### src/rtl/dvp_rgb565_capture.sv
// DVP 8-bit camera byte stream to RGB565 pixel stream with frame skip and geometry checking.
// Optional colour-bar generator enabled by defining DVP_TEST_PATTERN_EN.
module dvp_rgb565_capture #(
    parameter logic [11:0] H_DISP     = 12'd640,
    parameter logic [11:0] V_DISP     = 12'd480,
    parameter logic [3:0]  FRAME_SKIP = 4'd10,
    parameter logic        VSYNC_POL  = 1'b1
) (
    input  logic        clk,
    input  logic        rst,
    input  logic        cam_vsync,
    input  logic        cam_href,
    input  logic [7:0]  cam_data,
    input  logic        test_mode,
    output logic        RGB_hsync,
    output logic        RGB_vsync,
    output logic [15:0] RGB_data,
    output logic        RGB_de,
    output logic        frame_done,
    output logic        frame_err
);

    localparam int unsigned CNT_W   = 12;
    localparam int unsigned SKIP_W  = 4;
    localparam logic [CNT_W-1:0]  CNT_MAX  = 12'hFFF;
    localparam logic [SKIP_W-1:0] SKIP_MAX = 4'hF;

    typedef enum logic {ST_SKIP, ST_RUN} state_t;

    state_t             state_q, state_d;
    logic [SKIP_W-1:0]  skip_cnt_q, skip_cnt_d;
    logic               s1_vsync_q, s1_vsync_d;
    logic               s1_href_q, s1_href_d;
    logic [7:0]         s1_data_q, s1_data_d;
    logic               vs_prev_q, vs_prev_d;
    logic               hr_prev_q, hr_prev_d;
    logic               byte_sel_q, byte_sel_d;
    logic [7:0]         hi_q, hi_d;
    logic [CNT_W-1:0]   pix_cnt_q, pix_cnt_d;
    logic [CNT_W-1:0]   line_cnt_q, line_cnt_d;
    logic               fs_flag_q, fs_flag_d;
    logic               rgb_hsync_q, rgb_hsync_d;
    logic               rgb_vsync_q, rgb_vsync_d;
    logic [15:0]        rgb_data_q, rgb_data_d;
    logic               rgb_de_q, rgb_de_d;
    logic               frame_done_q, frame_done_d;
    logic               frame_err_q, frame_err_d;

    logic               frame_start_c;
    logic               href_fall_c;
    logic               pix_valid_c;
    logic [15:0]        pix_data_c;
    logic               run_c;

`ifdef DVP_TEST_PATTERN_EN
    localparam logic [CNT_W-1:0] BAR_W = (H_DISP < 12'd8) ? 12'd1 : (H_DISP >> 3);

    logic tp_q, tp_d;

    function automatic logic [15:0] bar_color(input logic [CNT_W-1:0] px);
        logic [CNT_W-1:0] bar;
        bar = px / BAR_W;
        case (bar)
            12'd0:   bar_color = 16'hFFFF;
            12'd1:   bar_color = 16'hFFE0;
            12'd2:   bar_color = 16'h07FF;
            12'd3:   bar_color = 16'h07E0;
            12'd4:   bar_color = 16'hF81F;
            12'd5:   bar_color = 16'hF800;
            12'd6:   bar_color = 16'h001F;
            default: bar_color = 16'h0000;
        endcase
    endfunction

    always_ff @(posedge clk or posedge rst) begin
        if (rst) tp_q <= 1'b0;
        else     tp_q <= tp_d;
    end

    // Pattern selection only changes on a frame boundary to avoid tearing.
    always_comb begin
        tp_d = tp_q;
        if (frame_start_c) tp_d = test_mode;
    end
`else
    logic unused_test_mode;
    assign unused_test_mode = test_mode;
`endif

    assign frame_start_c = s1_vsync_q & ~vs_prev_q;
    assign href_fall_c   = hr_prev_q & ~s1_href_q;

    always_ff @(posedge clk or posedge rst) begin
        if (rst) begin
            state_q      <= ST_SKIP;
            skip_cnt_q   <= '0;
            s1_vsync_q   <= 1'b0;
            s1_href_q    <= 1'b0;
            s1_data_q    <= '0;
            vs_prev_q    <= 1'b0;
            hr_prev_q    <= 1'b0;
            byte_sel_q   <= 1'b0;
            hi_q         <= '0;
            pix_cnt_q    <= '0;
            line_cnt_q   <= '0;
            fs_flag_q    <= 1'b0;
            rgb_hsync_q  <= 1'b0;
            rgb_vsync_q  <= 1'b0;
            rgb_data_q   <= '0;
            rgb_de_q     <= 1'b0;
            frame_done_q <= 1'b0;
            frame_err_q  <= 1'b0;
        end else begin
            state_q      <= state_d;
            skip_cnt_q   <= skip_cnt_d;
            s1_vsync_q   <= s1_vsync_d;
            s1_href_q    <= s1_href_d;
            s1_data_q    <= s1_data_d;
            vs_prev_q    <= vs_prev_d;
            hr_prev_q    <= hr_prev_d;
            byte_sel_q   <= byte_sel_d;
            hi_q         <= hi_d;
            pix_cnt_q    <= pix_cnt_d;
            line_cnt_q   <= line_cnt_d;
            fs_flag_q    <= fs_flag_d;
            rgb_hsync_q  <= rgb_hsync_d;
            rgb_vsync_q  <= rgb_vsync_d;
            rgb_data_q   <= rgb_data_d;
            rgb_de_q     <= rgb_de_d;
            frame_done_q <= frame_done_d;
            frame_err_q  <= frame_err_d;
        end
    end

    always_comb begin
        s1_vsync_d   = VSYNC_POL ? cam_vsync : ~cam_vsync;
        s1_href_d    = cam_href;
        s1_data_d    = cam_data;
        vs_prev_d    = s1_vsync_q;
        hr_prev_d    = s1_href_q;
        state_d      = state_q;
        skip_cnt_d   = skip_cnt_q;
        byte_sel_d   = 1'b0;
        hi_d         = hi_q;
        pix_cnt_d    = pix_cnt_q;
        line_cnt_d   = line_cnt_q;
        fs_flag_d    = frame_start_c;
        frame_err_d  = frame_err_q;
        frame_done_d = 1'b0;
        pix_valid_c  = 1'b0;
        pix_data_c   = {hi_q, s1_data_q};
`ifdef DVP_TEST_PATTERN_EN
        if (tp_q) pix_data_c = bar_color(pix_cnt_q);
`endif

        // A mismatch reported with frame_done lasts a single cycle.
        if (fs_flag_q) frame_err_d = 1'b0;

        if (s1_href_q) begin
            if (s1_vsync_q) begin
                frame_err_d = 1'b1;
            end else if (!byte_sel_q) begin
                hi_d       = s1_data_q;
                byte_sel_d = 1'b1;
            end else begin
                pix_valid_c = 1'b1;
                if (pix_cnt_q != CNT_MAX) pix_cnt_d = pix_cnt_q + 12'd1;
            end
        end

        if (href_fall_c && !s1_vsync_q) begin
            if ((pix_cnt_q != H_DISP) || byte_sel_q) frame_err_d = 1'b1;
            if (line_cnt_q != CNT_MAX) line_cnt_d = line_cnt_q + 12'd1;
            pix_cnt_d = '0;
        end

        if (frame_start_c) begin
            pix_cnt_d   = '0;
            line_cnt_d  = '0;
            byte_sel_d  = 1'b0;
            frame_err_d = 1'b0;
            if ((state_q == ST_RUN) && (line_cnt_q != '0)) begin
                frame_done_d = 1'b1;
                frame_err_d  = (line_cnt_q != V_DISP);
            end
            if (state_q == ST_SKIP) begin
                if (skip_cnt_q == FRAME_SKIP) state_d = ST_RUN;
                else if (skip_cnt_q != SKIP_MAX) skip_cnt_d = skip_cnt_q + 4'd1;
            end
        end

        // Gate on the next state so a newly enabled frame carries its own vsync.
        run_c       = (state_d == ST_RUN);
        rgb_de_d    = run_c & pix_valid_c;
        rgb_hsync_d = run_c & s1_href_q;
        rgb_vsync_d = run_c & s1_vsync_q;
        rgb_data_d  = run_c ? (pix_valid_c ? pix_data_c : rgb_data_q) : 16'h0000;
    end

    assign RGB_hsync  = rgb_hsync_q;
    assign RGB_vsync  = rgb_vsync_q;
    assign RGB_data   = rgb_data_q;
    assign RGB_de     = rgb_de_q;
    assign frame_done = frame_done_q;
    assign frame_err  = frame_err_q;

endmodule

### config.mk
export PLATFORM = sky130hd
export DESIGN_NAME = dvp_rgb565_capture
export DESIGN_NICKNAME = d
export VERILOG_FILES = /design/src/rtl/dvp_rgb565_capture.sv
export SDC_FILE = /design/constraint.sdc
export NUM_CORES = 1
export LEC_CHECK = 0
export ABC_AREA = 1
export CORE_ASPECT_RATIO = 0.6
export CORE_MARGIN = 2
export CORE_UTILIZATION = 40
export CTS_BUF_LIST = sky130_fd_sc_hd__clkbuf_16
export CTS_CLUSTER_SIZE = 30
export DETAILED_ROUTE_END_ITERATION = 8
export PLACE_DENSITY = 0.56
export SYNTH_ARGS = -nofsm -noshare
export SYNTH_HDL_FRONTEND = slang
export SYNTH_SLANG_ARGS = --single-unit
### constraint.sdc
create_clock -name clk -period 3 [get_ports clk]
set_input_delay 0.6 -clock clk [delete_from_list [all_inputs] [get_ports clk]]
set_output_delay 0.6 -clock clk [all_outputs]
set_load 0.005 [all_outputs]
Word level (Yosys, flattened, before mapping):

Index checks and enable logic that the tools add are counted.

* multiplexer cells: 30
* $add $sub $neg: 3
* eq/ne operators: 8
* reductions and logical operators: 14
* bitwise gates (word level): 11

Operators by type and width (number)
* $mux W12: 9
* $mux W16: 2
* $add A12 B1 Y12 const B: 2
* $ne A12 B12 Y1 const B: 2
* $mux W1: 19
* $ne A12 B10 Y1 const B: 1
* $ne A12 B9 Y1 const B: 1
* $reduce_bool A12 Y1: 1
* $reduce_bool A3 Y1: 3
* $reduce_and A4 Y1: 2
* $not A1 Y1: 6
* $and A1 B1 Y1: 5
* $add A4 B1 Y4 const B: 1
* $eq A4 B4 Y1 const B: 1
* $ne A4 B4 Y1 const B: 1
* $reduce_bool A2 Y1: 2
* $ne A3 B1 Y1 const B: 1
* $reduce_and A3 Y1: 1
* $logic_and A1 B1 Y1: 2
* $ne A2 B1 Y1 const B: 1
* $reduce_and A2 Y1: 1
* $logic_not A1 Y1: 1
* $logic_or A1 B1 Y1: 1

* register bits after elaboration: 72
* output and inout port bits: 21

Longest topological paths before layout:

Gate-level depths: netlist of the first run.

* depth in word-level cells: 7
* depth in mapped cells: 10
* gate-level depth less buffers: 9

Worst setup path before layout of the first run:

Ideal clock, no wire load.

* path kind: register to register
* start: reg pix_cnt_q[1]
* end: reg pix_cnt_q[2]
* clock period less this slack: 1.515 ns
* setup time: 0.065 ns
* path slack: 1.485 ns
* data arrival time: 1.450 ns
* required time: 2.935 ns
* stages on the path, launching flop included: 11
* cells stage by stage: dfrtp_1 -> ha_1 -> nand2_1 -> nor2_4 -> nand3_1 -> nand2_1 -> nand2_2 -> nand2_1 -> buf_4 -> nand2_1 -> nand2_1

* longest elaborated chain between the ends: 7

RTL lines
* start: declaration: line 39 `logic [CNT_W-1:0] pix_cnt_q, pix_cnt_d;`
* start signal: assignment: line 123 `pix_cnt_q <= pix_cnt_d;`
* $add A12 B1 Y12: line 167 `if (pix_cnt_q != CNT_MAX) pix_cnt_d = pix_cnt_q + 12'd1;`
* $mux W12: line 167
* $mux W12: line 162 `end else if (!byte_sel_q) begin`
* $mux W12: line 160 `if (s1_vsync_q) begin`
* $mux W12: line 159 `if (s1_href_q) begin`
* $mux W12: line 171 `if (href_fall_c && !s1_vsync_q) begin`
* $mux W12: line 177 `if (frame_start_c) begin`

Parallel ways exist; a longest one is shown, timed or not. The select of a mux whose other input is x is not followed.
A chain may end at the register's enable or synchronous reset.

Final worst setup path of the first run:

* start: reg s1_vsync_q
* end: reg pix_cnt_q[3]

RTL lines
* start: declaration: line 32 `logic s1_vsync_q, s1_vsync_d;`
* start signal: assignment: line 116 `s1_vsync_q <= s1_vsync_d;`
* $and A1 B1 Y1 *: line 90 `assign frame_start_c = s1_vsync_q & ~vs_prev_q;`
* named net frame_start_c: line 49 `logic frame_start_c;`
* $ne A3 B1 Y1 (no source line) / $reduce_bool A3 Y1 (equally long branches)
* $reduce_and A4 Y1 (no source line)

The timed path passes the listed nets; every way through them passes the cells marked *.

==> results of run 1 <==
[power by group]
group	switching, µW	internal (µW)	total, µW
Clock	399	719	1120
Combinational	193	122	315
Sequential	77.2	1060	1140
[metal layers]
metal / track usage [%] / wire, µm / vias up
li1: - / - / 1392
met1: 29.2 / 4200 / 1277
met2: 21.1 / 2730 / 66
met3: 6.29 / 439 / 10
met4: 5.05 / 108 / 0
met5: 0 / 0 / -
[worst max-delay path, delay by kind of cell, from the launching register on]
kind | cells | cell delay, ns
AND/OR/NAND/NOR | 6 | 1.00
buffers and inverters | 3 | 0.70
flip-flops | 1 | 0.44
[registers in the layout, summed over array words and instances, names as in the netlist, 4 cells and up]
| register | flops |
|---|---|
| RGB_data | 16 |
| line_cnt_q | 12 |
| pix_cnt_q | 12 |
| hi_q | 8 |
| s1_data_q | 8 |
| skip_cnt_q | 4 |
[logic make-up after synthesis]
kind of cell,synth area share (%)
simple gates,29.2
flops,52.8
compound gates,6.56
fa+ha+maj,2.20
buf+inv,7.26
xor+xnor,2.05
[cell usage in the layout, fill, tap and decap left out, drive strengths merged]
master	n
a21boi	1
a21oi	6
a22oi	1
buf	1
bufinv	2
clkbuf	9
clkdlybuf4s50	32
clkinv	4
clkinvlp	1
dfrtp	72
ha	6
inv	51
nand2	121
nand3	43
nand3b	3
nand4	12
nor2	40
nor3	6
o21ai	32
or2	3
xnor2	1
xor2	7
[how the worst max path moves through the flow]
stage                                endpoint  cells after the start  slack [ns]
floorplan             RGB_data[0]$_DFFE_PP0P_                      1        0.58
global placement    pix_cnt_q[11]$_DFFE_PP0P_                      9        0.84
detailed placement   pix_cnt_q[3]$_DFFE_PP0P_                      9        0.81
CTS                  pix_cnt_q[0]$_DFFE_PP0P_                      9        0.79
global route        pix_cnt_q[10]$_DFFE_PP0P_                      9        0.56
finish               pix_cnt_q[3]$_DFFE_PP0P_                      9        0.80
[per-stage QoR]
stage / cell area [µm²] / instances / worst slack (ns) / utilization (%)
2_1_floorplan: 3410 / 414 / 0.575 / -
3_3_place_gp: 3840 / 551 / 0.838 / 45.8
3_5_place_dp: 3840 / 551 / 0.809 / 45.8
4_1_cts: 4150 / 566 / 0.788 / 49.5
5_1_grt: 4150 / 566 / 0.564 / 49.5
6_report: 4150 / 566 / 0.800 / 49.5
[final cells by class]
| class | count | area, µm² | share of cell area, % |
|---|---|---|---|
| sequential | 72 | 1800 | 43.4 |
| clock inverter | 6 | 85.1 | 2.05 |
| inverter | 52 | 196 | 4.73 |
| tap | 112 | 140 | 3.37 |
| clock buffer | 9 | 225 | 5.42 |
| multi-input combinational | 282 | 1370 | 32.9 |
| timing repair buffer | 33 | 340 | 8.19 |
==> flow_summary.json, run 1 <==
{
  "yosys-top-cells-area": "dfrtp_1 (53%), nand2_1 (13%), nand3_1 (6.3%)",
  "cts_hold_buffers": 0,
  "ant_nets": 0,
  "grt_pass1_wl_mm": 12.4,
  "fp.dieW_um": 123,
  "drt_pre_antenna_iters": 5,
  "cts-buffers-inserted": 9,
  "drt-total-wl_mm": 7.48,
  "nFillCells": 830,
  "rrSetupSlack_ns": 0.80,
  "clkTransAtPathRegs_ns": 0.06,
  "period_share_pct": 73.3,
  "synth_top_cell_area_share_pct": 52.8,
  "worstPathMaxFanout": 12,
  "cts_setup_buffers": 0,
  "synth_seq_cells": 72,
  "hold_path_startpoint": "hr_prev_d$_DFF_PP0_",
  "n_antenna_cell": 0,
  "fin_skew_ns": 0.00472,
  "status": "finished, final reports clean",
  "synthTopCellsByCount": "nand2_1 (118), dfrtp_1 (72), inv_1 (49), nand3_1 (43), nor2_1 (37)",
  "num_rows": 26,
  "totalNegativeSetupSlack_ns": 0,
  "vdd_drop_max_uv": 335,
  "tightest_slew_ns": 0.575,
  "arrival_ns": 2.47,
  "area_delta_synth_final_pct": 21.7,
  "initial_core_util_pct": 40.7,
  "dieArea_um2": 9320,
  "drc": 0,
  "crit_top_cell": "nand2_1",
  "synthCells": 414,
  "async_flop_share_pct": 100,
  "finalPower_uw": 2570,
  "grt.total_usage_pct": 17.9,
  "finalNetCount": 469,
  "synth_cell_types": 29,
  "regToRegEndpoint": "pix_cnt_q[3]$_DFFE_PP0P_",
  "via_per_inst": 4.85,
  "core_um2": 8390,
  "power.leakage_uw": 0.00202,
  "ys.warnings.count": 0,
  "path_cells": "inv_2 -> nor2_4 -> inv_2 -> nand2_2 -> inv_1 -> nand2_2 -> nand2_1 -> nand2_1 -> nand2_1",
  "post-route-min-period_ns": 2.20,
  "holdWs_ns": 0.466,
  "place_congestion": 0.864,
  "crit_path_start": "s1_vsync_q$_DFF_PP0_",
  "crit_path_max_incr_delay_ns": 0.44,
  "crit-reg2reg-launch": "s1_vsync_q$_DFF_PP0_",
  "fp.dieH_um": 75.6,
  "synth.most_common_cell": "nand2_1",
  "syn_area_per_cell_um2": 8.25,
  "syn_area_um2": 3410,
  "synth_edf_count": 0,
  "port_buffers": 32,
  "cellPowerDensity_nw_per_um2": 619,
  "setup_violations": 0,
  "crit_type": "reg2reg",
  "slew_violations": 0,
  "synth_nets": 433,
  "cts_max_level": 3,
  "cts-root-buf": "clkbuf_16",
  "max_freq_mhz": 455,
  "clk_path_buf_depth": 2,
  "routedWlPerCell_um": 13.2,
  "cts_tree": "done",
  "rr_worst_depth": 9,
  "rsz0062_at_grt": "false",
  "grt_pass1_vias": 2360,
  "hp-class": "reg2reg",
  "clk_latency_ns": 0.33,
  "slew_headroom_pct": 61.5,
  "hold_path_end": "hr_prev_q$_DFF_PP0_",
  "cts_num_sinks": 72,
  "ctsResizeCount": 0,
  "ys_seq_area_share_pct": 52.8,
  "drtIter0Drc": 223,
  "dp_hpwl_mm": 5.20,
  "whs_path_depth": 0,
  "grt_max_degree": 73,
  "maxCapViolCount": 0,
  "overflow": 0,
  "io_pins": 34,
  "hold_viol_final": 0,
  "drive_gt1_share_pct": 6.83,
  "worst_setup_path_start_kind": "flop",
  "end_kind": "flop",
  "num_vias": 2745,
  "required_ns": 3.27,
  "cpMaxStageDelayCell": "dfrtp_1",
  "antenna_found_initial": 0,
  "synth_flop_cell": "dfrtp_1",
  "synth_top_cell_by_area": "dfrtp_1"
}
No activity file was read; power rests on OpenSTA's default activity.
==> run 2: changes to the inputs <==
clock period = 2.2 ns   (was 3 ns; I/O delays follow)
==> flow_summary.json, run 2 (same netlist as run 1, synthesis figures left out) <==
{
  "rr_worst_depth": 10,
  "nFillCells": 824,
  "arrival_ns": 2.01,
  "n_antenna_cell": 0,
  "drt_pre_antenna_iters": 4,
  "regToRegEndpoint": "pix_cnt_q[10]$_DFFE_PP0P_",
  "place_congestion": 0.913,
  "overflow": 0,
  "totalNegativeSetupSlack_ns": 0,
  "seqCellArea_um2": 1800,
  "crit-reg2reg-launch": "pix_cnt_q[1]$_DFFE_PP0P_",
  "fp.dieW_um": 123,
  "stdcell_area_um2": 4190,
  "dp_hpwl_mm": 5.54,
  "period_share_pct": 79.2,
  "rrSetupSlack_ns": 0.46,
  "cts_setup_buffers": 0,
  "layout_commonest_cell": "nand2_1",
  "switching_share_pct": 27.8,
  "io_pins": 34,
  "cts_max_level": 3,
  "cts_tree": "done",
  "initial_core_util_pct": 40.7,
  "cts_num_sinks": 72,
  "clk_latency_ns": 0.33,
  "required_ns": 2.47,
  "final_cell_mix": "nand2_1 (118), dfrtp_1 (72), inv_1 (49)",
  "grt.total_usage_pct": 17.5,
  "cts_hold_buffers": 0,
  "cellPowerDensity_nw_per_um2": 790,
  "multi_input_area_um2": 1370,
  "clk_path_buf_depth": 2,
  "num_rows": 26,
  "crit_type": "reg2reg",
  "max_freq_mhz": 574,
  "antenna_found_initial": 0,
  "hold_viol_final": 0,
  "rsz0062_at_grt": "false",
  "port_buffers": 32,
  "dieArea_um2": 9320,
  "drive_gt1_share_pct": 8.84,
  "drtIter0Drc": 173,
  "fin_util_pct": 50.0,
  "routedWlPerCell_um": 13.0,
  "end_kind": "flop",
  "drt-total-wl_mm": 7.48,
  "grt_pass1_vias": 2417,
  "finalNetCount": 478,
  "num_vias": 2705,
  "fp.dieH_um": 75.6,
  "cts-buffers-inserted": 9,
  "worstPathMaxFanout": 6,
  "ctsResizeCount": 0,
  "hp-class": "in2async",
  "setup_violations": 0,
  "fin_skew_ns": 0.00508,
  "area_delta_synth_final_pct": 22.8,
  "power.leakage_uw": 0.00205,
  "clkTransAtPathRegs_ns": 0.06,
  "vdd_drop_max_uv": 487,
  "pwr-share-comb_pct": 13.9,
  "switching_power_uw": 922,
  "post-route-min-period_ns": 1.74,
  "tightest_slew_ns": 0.515,
  "core_um2": 8390,
  "largest_reg_flops": 16,
  "ant_nets": 0,
  "p_seq_share_pct": 46.9,
  "status": "finished, final reports clean",
  "slew_violations": 0,
  "cts-root-buf": "clkbuf_16",
  "p_int_uw": 2390,
  "grt_max_degree": 26,
  "worst_setup_path_start_kind": "flop",
  "maxCapViolCount": 0,
  "grt_pass1_wl_mm": 12.1,
  "slew_headroom_pct": 65.6,
  "via_per_inst": 4.70,
  "dpl_cell_area_um2": 3930,
  "drc": 0,
  "clock_power_share_pct": 39.2
}
==> run 2: routing by layer <==
metal	routed length, µm	GRT usage [%]
met4	62	4.92
met1	4250	27.9
met2	2820	21.7
met3	350	5.84
met5	0	0
==> run 2: cell type report <==
class | instances | area share (%)
clock buffer | 9 | 5.37
clock inverter | 7 | 0.955
inverter | 52 | 4.77
multi-input combinational | 282 | 32.6
sequential | 72 | 43.0
tap | 112 | 3.34
timing repair buffer | 42 | 10.0
==> run 2: power by group through the flow <==
| stage | Clock [µW] | Combinational (µW) | Sequential (µW) |
|---|---|---|---|
| 6_report | 1300 | 461 | 1550 |
| 5_1_grt | 1400 | 528 | 1570 |
| 4_1_cts | 1340 | 468 | 1550 |
| 3_5_place_dp | 0 | 467 | 1570 |
| 3_3_place_gp | 0 | 462 | 1570 |
| 2_1_floorplan | 0 | 314 | 1550 |
==> run 2: worst max-delay path, stage by stage, from the launching register on <==
cell and delay, ns:
dfrtp_1 0.41, ha_1 0.21, nand2_1 0.13, nor2_4 0.19, nand3_1 0.12, nand2_1 0.14, nand2_2 0.11, nand2_1 0.09
buf_4 0.15, nand2_1 0.06, nand2_1 0.07
==> run 2: worst max-delay path by stage <==
stage / to / cells after the start / startpoint / slack (ns)
after detailed placement: pix_cnt_q[10]$_DFFE_PP0P_ / 9 / s1_vsync_q$_DFF_PP0_ / 0.46
after global placement: pix_cnt_q[7]$_DFFE_PP0P_ / 10 / pix_cnt_q[1]$_DFFE_PP0P_ / 0.48
after global routing: pix_cnt_q[2]$_DFFE_PP0P_ / 10 / pix_cnt_q[1]$_DFFE_PP0P_ / 0.29
final: pix_cnt_q[10]$_DFFE_PP0P_ / 10 / pix_cnt_q[1]$_DFFE_PP0P_ / 0.46
after floorplan: pix_cnt_q[2]$_DFFE_PP0P_ / 10 / pix_cnt_q[1]$_DFFE_PP0P_ / 0.68
after CTS: pix_cnt_q[10]$_DFFE_PP0P_ / 9 / s1_vsync_q$_DFF_PP0_ / 0.45
==> run 2: per-stage QoR <==
step | instances | setup WS (ns) | hold slack (ns) | power [µW]
2_1_floorplan | 414 | 0.685 | 0.413 | 1860
3_3_place_gp | 560 | 0.478 | 0.454 | 2030
3_5_place_dp | 560 | 0.463 | 0.459 | 2040
4_1_cts | 576 | 0.451 | 0.473 | 3350
5_1_grt | 576 | 0.288 | 0.507 | 3500
6_report | 576 | 0.457 | 0.468 | 3310
==> patch 1: new RTL, settings of run 2 <==
Change the localparam `SKIP_W` from 4 to 6.
--- a/src/rtl/dvp_rgb565_capture.sv
+++ b/src/rtl/dvp_rgb565_capture.sv
@@ -21,7 +21,7 @@
 );
 
     localparam int unsigned CNT_W   = 12;
-    localparam int unsigned SKIP_W  = 4;
+    localparam int unsigned SKIP_W  = 6;
     localparam logic [CNT_W-1:0]  CNT_MAX  = 12'hFFF;
     localparam logic [SKIP_W-1:0] SKIP_MAX = 4'hF;
 
Formal check against the unedited RTL: same outputs for any inputs over 10 cycles, from zero or initial values and one cycle with rst high; that may be too few to reach the edited logic, so the function may still have changed.
==> patch 1 against run 2 <==
Fmax down 3.7%; global-route usage up 0.22 points; synthesized area up 4.7%; final area up 4.2%; sequential cell count up 2; wire length up 4.6%; setup slack worse by 0.068 ns; total power up 11%.
==> patch 1: results (changes against run 2) <==
- Initial DRC count: 160 (was 173)
- Synth top cells by count: 164 x nand2_1, 74 x dfrtp_1, 43 x nand3_1 (was 118 x nand2_1, 72 x dfrtp_1, 49 x inv_1)
- Reg power frac: 44.3% (was 46.9%)
- Outcome: completed (unchanged)
- Metal3 WL: 327 um (was 350 um)
- Total wire length: 7824 um (was 7481 um)
- Hold WC Path Type: reg -> reg (was in -> async)
- Post-Place Worst Slack: 0.3752 ns (was 0.4631 ns)
- Adder-cell share of the synthesized area: 2.099% (was 2.199%)
- Avg Inst Size Synth: 8.202 sq um (was 8.248 sq um)
- Seq. pwr: 1620 uW (was 1550 uW)
- GPL Wtd Cong: 0.8725 (was 0.9128)
- Leak: 0.002123 uW (was 0.002048 uW)
- Cells after DPL: 579 (was 560)
- Register area share after synthesis: 51.78% (was 52.77%)
- P_sw: 953.7 uW (was 922.3 uW)
- Wire length on met2: 3244 um (was 2819 um)
- Syn Nets: 455 (was 433)
- Global-route wire length before repair: 13,750 um (was 12,120 um)
- FILL cells: 836 (was 824)
- Worst r2r path cells: 9 (was 10)
- Largest net degree at the start of global routing: 25 (was 26)
- Vias in the first global route: 2,781 (was 2,417)
- Final Cycle Share: 82.30% (was 79.23%)
- Crit Reg-Reg Endpoint: pix_cnt_q[4] (was pix_cnt_q[10])
- Routed len/inst: 13.17 um (was 12.99 um)
- Met1 Wirelength: 4234 um (was 4248 um)
- Xor/xnor share of the synthesized area: 2.204% (was 2.052%)
- Multi-input gate area: 1526 sq um (was 1365 sq um)
- Worst Hold Slack: 0.4698 ns (was 0.4684 ns)
- M1 GR Usage: 27.03% (was 27.87%)
- CP arrival: 2.07 ns (was 2.01 ns)
- Critical path fanouts, max: 14 (was 6)
- Launch point of the worst reg-to-reg path: s1_vsync_q (was pix_cnt_q[1])
- Slowest cell delay on critical path: 0.46 ns (was 0.41 ns)
- Worst R2R Setup Slack: 0.39 ns (was 0.46 ns)
- Top FF cell, synth: dfrtp_1 (unchanged)
- Post-DP Area: 4061 sq um (was 3928 sq um)
- Share of layout cells above drive strength 1: 8.299% (was 8.836%)
- DR vias: 2,912 (was 2,705)
- M3 GR Usage: 5.024% (was 5.838%)
- Peak VDD IR: 0.0004558 V (was 0.0004869 V)
- Clk_skew: 0.008068 ns (was 0.005076 ns)
- Largest cells by area after synthesis: dfrtp_1 52%, nand2_1 17%, nand3_1 6.0%, nor2_1 3.8%, inv_1 3.4% (was dfrtp_1 53%, nand2_1 13%, nand3_1 6.3%, inv_1 5.4%, o21ai_0 4.4%)
- Rel. slew slack: 62.30% (was 65.62%)
- NumNets Final: 497 (was 478)
- Comb pwr: 518 uW (was 461 uW)
==> patch 1: cell count changes after synthesis, sizes merged, moves of 2 or more <==
| cell | run 2 | this run |
|---|---|---|
| a21oi | 6 | 4 |
| o21ai | 32 | 16 |
| nand2 | 121 | 169 |
| clkbuf | 3 | 1 |
| dfrtp | 72 | 74 |
| nor3 | 6 | 10 |
| inv | 51 | 36 |
| buf | 5 | 7 |
==> patch 1: final cells by class <==
type                            instances  area share [%]
Multi-Input combinational cell        317           34.93
Inverter                               37           3.321
Sequential cell                        74           42.37
Tap cell                              112           3.206
Timing Repair Buffer                   39           9.104
Clock buffer                            9           5.153
Clock inverter                          6           1.918
==> patch 1: kinds of logic after synthesis <==
logic type | after synthesis
DFF | 74
AOI/OAI and AO/OA | 23
adders and majority gates | 6
and+or+nand+nor | 279
xor gates and xnor gates | 9
buffers and inverters | 45
==> patch 2: new RTL, flow settings as in run 2 <==
Without the edit above. `s1_data_q`, `hi_q` and `rgb_data_q` no longer have a reset.
--- a/src/rtl/dvp_rgb565_capture.sv
+++ b/src/rtl/dvp_rgb565_capture.sv
@@ -96,17 +96,14 @@
             skip_cnt_q   <= '0;
             s1_vsync_q   <= 1'b0;
             s1_href_q    <= 1'b0;
-            s1_data_q    <= '0;
             vs_prev_q    <= 1'b0;
             hr_prev_q    <= 1'b0;
             byte_sel_q   <= 1'b0;
-            hi_q         <= '0;
             pix_cnt_q    <= '0;
             line_cnt_q   <= '0;
             fs_flag_q    <= 1'b0;
             rgb_hsync_q  <= 1'b0;
             rgb_vsync_q  <= 1'b0;
-            rgb_data_q   <= '0;
             rgb_de_q     <= 1'b0;
             frame_done_q <= 1'b0;
             frame_err_q  <= 1'b0;
@@ -115,21 +112,24 @@
             skip_cnt_q   <= skip_cnt_d;
             s1_vsync_q   <= s1_vsync_d;
             s1_href_q    <= s1_href_d;
-            s1_data_q    <= s1_data_d;
             vs_prev_q    <= vs_prev_d;
             hr_prev_q    <= hr_prev_d;
             byte_sel_q   <= byte_sel_d;
-            hi_q         <= hi_d;
             pix_cnt_q    <= pix_cnt_d;
             line_cnt_q   <= line_cnt_d;
             fs_flag_q    <= fs_flag_d;
             rgb_hsync_q  <= rgb_hsync_d;
             rgb_vsync_q  <= rgb_vsync_d;
-            rgb_data_q   <= rgb_data_d;
             rgb_de_q     <= rgb_de_d;
             frame_done_q <= frame_done_d;
             frame_err_q  <= frame_err_d;
         end
+    end
+
+    always_ff @(posedge clk) begin
+        s1_data_q  <= s1_data_d;
+        hi_q       <= hi_d;
+        rgb_data_q <= rgb_data_d;
     end
 
     always_comb begin
Check against the original RTL: no difference found for any inputs over 10 cycles, from zero or initial values and one cycle with rst high; that may be too few to reach the edited logic, so the function may still have changed.
==> patch 2 against run 2 <==
First-iteration DRC count decreased by 18%; core utilization increased by 1.3 points; setup slack got worse by 0.076 ns; combinational power increased by 3%; final area decreased by 3.2%; sequential cell count unchanged; non-clock buffer count decreased by 7; die area decreased by 3.6%; wire length decreased by 11%; total power increased by 11%; cell count decreased by 7.1%; synthesized area decreased by 3.8%; critical path depth decreased by 2; largest power group is now clock.
==> patch 2: results (changes against run 2) <==
- Fin. Hold Viols: 0 (unchanged)
- Clk_skew: 0.006340 ns (was 0.005076 ns)
- Launch point of the worst reg-to-reg path: s1_vsync_q (was pix_cnt_q[1])
- Share of layout cells above drive strength 1: 11.71% (was 8.836%)
- M3 GR Usage: 5.061% (was 5.838%)
- Crit Reg-Reg Endpoint: pix_cnt_q[3] (was pix_cnt_q[10])
- Worst r2r path cells: 8 (was 10)
- CP arrival: 2.04 ns (was 2.01 ns)
- Fraction of registers with async set/reset: 55.56% (was 100.0%)
- Largest net degree at the start of global routing: 41 (was 26)
- Total wire length: 6690 um (was 7481 um)
- Final Cycle Share: 82.69% (was 79.23%)
- FILL cells: 743 (was 824)
- M1 GR Usage: 24.13% (was 27.87%)
- Metal3 WL: 262 um (was 350 um)
- Worst setup path startpoint: s1_vsync_q (was pix_cnt_q[1])
- Worst R2R Setup Slack: 0.38 ns (was 0.46 ns)
- Met1 Wirelength: 3636 um (was 4248 um)
- NumNets Final: 441 (was 478)
- Worst-margin pin slew: 0.5165 ns (was 0.5152 ns)
- Hold WC Path Type: reg -> reg (was in -> async)
- Clock-net power: 1630 uW (was 1300 uW)
- Avg Inst Size Synth: 8.598 sq um (was 8.248 sq um)
- Distinct cells, synth: 32 (was 29)
- Slowest cell delay on critical path: 0.46 ns (was 0.41 ns)
- Leak: 0.001919 uW (was 0.002048 uW)
- DR vias: 2,518 (was 2,705)
- Reg clk slew, reported paths: 0.06 ns (about the same)
- Global-route wire length before repair: 11,070 um (was 12,120 um)
- Switching part of the total power: 24.02% (was 27.84%)
- Seq. pwr: between 1500 and 2000 uW
- Post-synth EDFFs: 8 (was 0)
- Worst Hold Slack: 0.4252 ns (was 0.4684 ns)
- Type of the worst setup path: reg -> reg (unchanged)
- Syn Nets: 401 (was 433)
- Peak VDD IR: 0.0003843 V (was 0.0004869 V)
- Outcome: completed (unchanged)
- Met2 Track Usage GR: 22.66% (was 21.73%)
- Top FF cell, synth: dfrtp_1 (unchanged)
- Largest cells by area after synthesis: dfrtp_1 30%, dfxtp_1 15%, nand2_1 12%, edfxtp_1 7.3%, mux2_2 5.5% (was dfrtp_1 53%, nand2_1 13%, nand3_1 6.3%, inv_1 5.4%, o21ai_0 4.4%)
- Wire length on met2: 2742 um (was 2819 um)
- Synth top cells by count: 108 x nand2_1, 42 x inv_1, 40 x dfrtp_1 (was 118 x nand2_1, 72 x dfrtp_1, 49 x inv_1)
- Register area share after synthesis: 52.42% (was 52.77%)
- Gr usage total: 16.38% (was 17.48%)
- DP HPWL: 4758 um (was 5537 um)
- Post-Place Worst Slack: 0.3926 ns (was 0.4631 ns)
- Initial DRC count: 142 (was 173)
- Cells after DPL: 519 (was 560)
- Vias in the first global route: 2,269 (was 2,417)
- Vias per cell: 4.707 (was 4.696)
- GPL Wtd Cong: 0.8416 (was 0.9128)
- Critical path fanouts, max: 12 (was 6)
## patch 2: per-stage QoR
stage	util (%)	cell area, sq um	total power [uW]
final	51.30	4060	3663
after global routing	51.30	4060	3851
after CTS	51.30	4060	3716
after detailed placement	47.05	3724	2061
after global placement	47.05	3724	2052
after floorplan	-	3284	1864
## patch 2: kinds of logic (layout without fill, tap and decap cells)
family,Yosys count,in the layout,share of synthesized area [%]
AND/OR/NAND/NOR,204,204,26.51
flip-flops,72,72,52.42
XOR/XNOR,10,10,2.667
AO/OA/AOI/OAI,22,22,4.191
adder cells (fa/ha/maj),6,6,2.286
multiplexers,16,16,5.486
buffers and inverters,52,97,6.438
## patch 2: cell type report
class	instances	share of cell area, %
Sequential cell	72	42.40
Multi-Input combinational cell	258	33.28
Timing Repair Buffer	35	8.444
Clock buffer	9	5.547
Inverter	46	4.253
Tap cell	108	3.328
Clock inverter	7	2.743
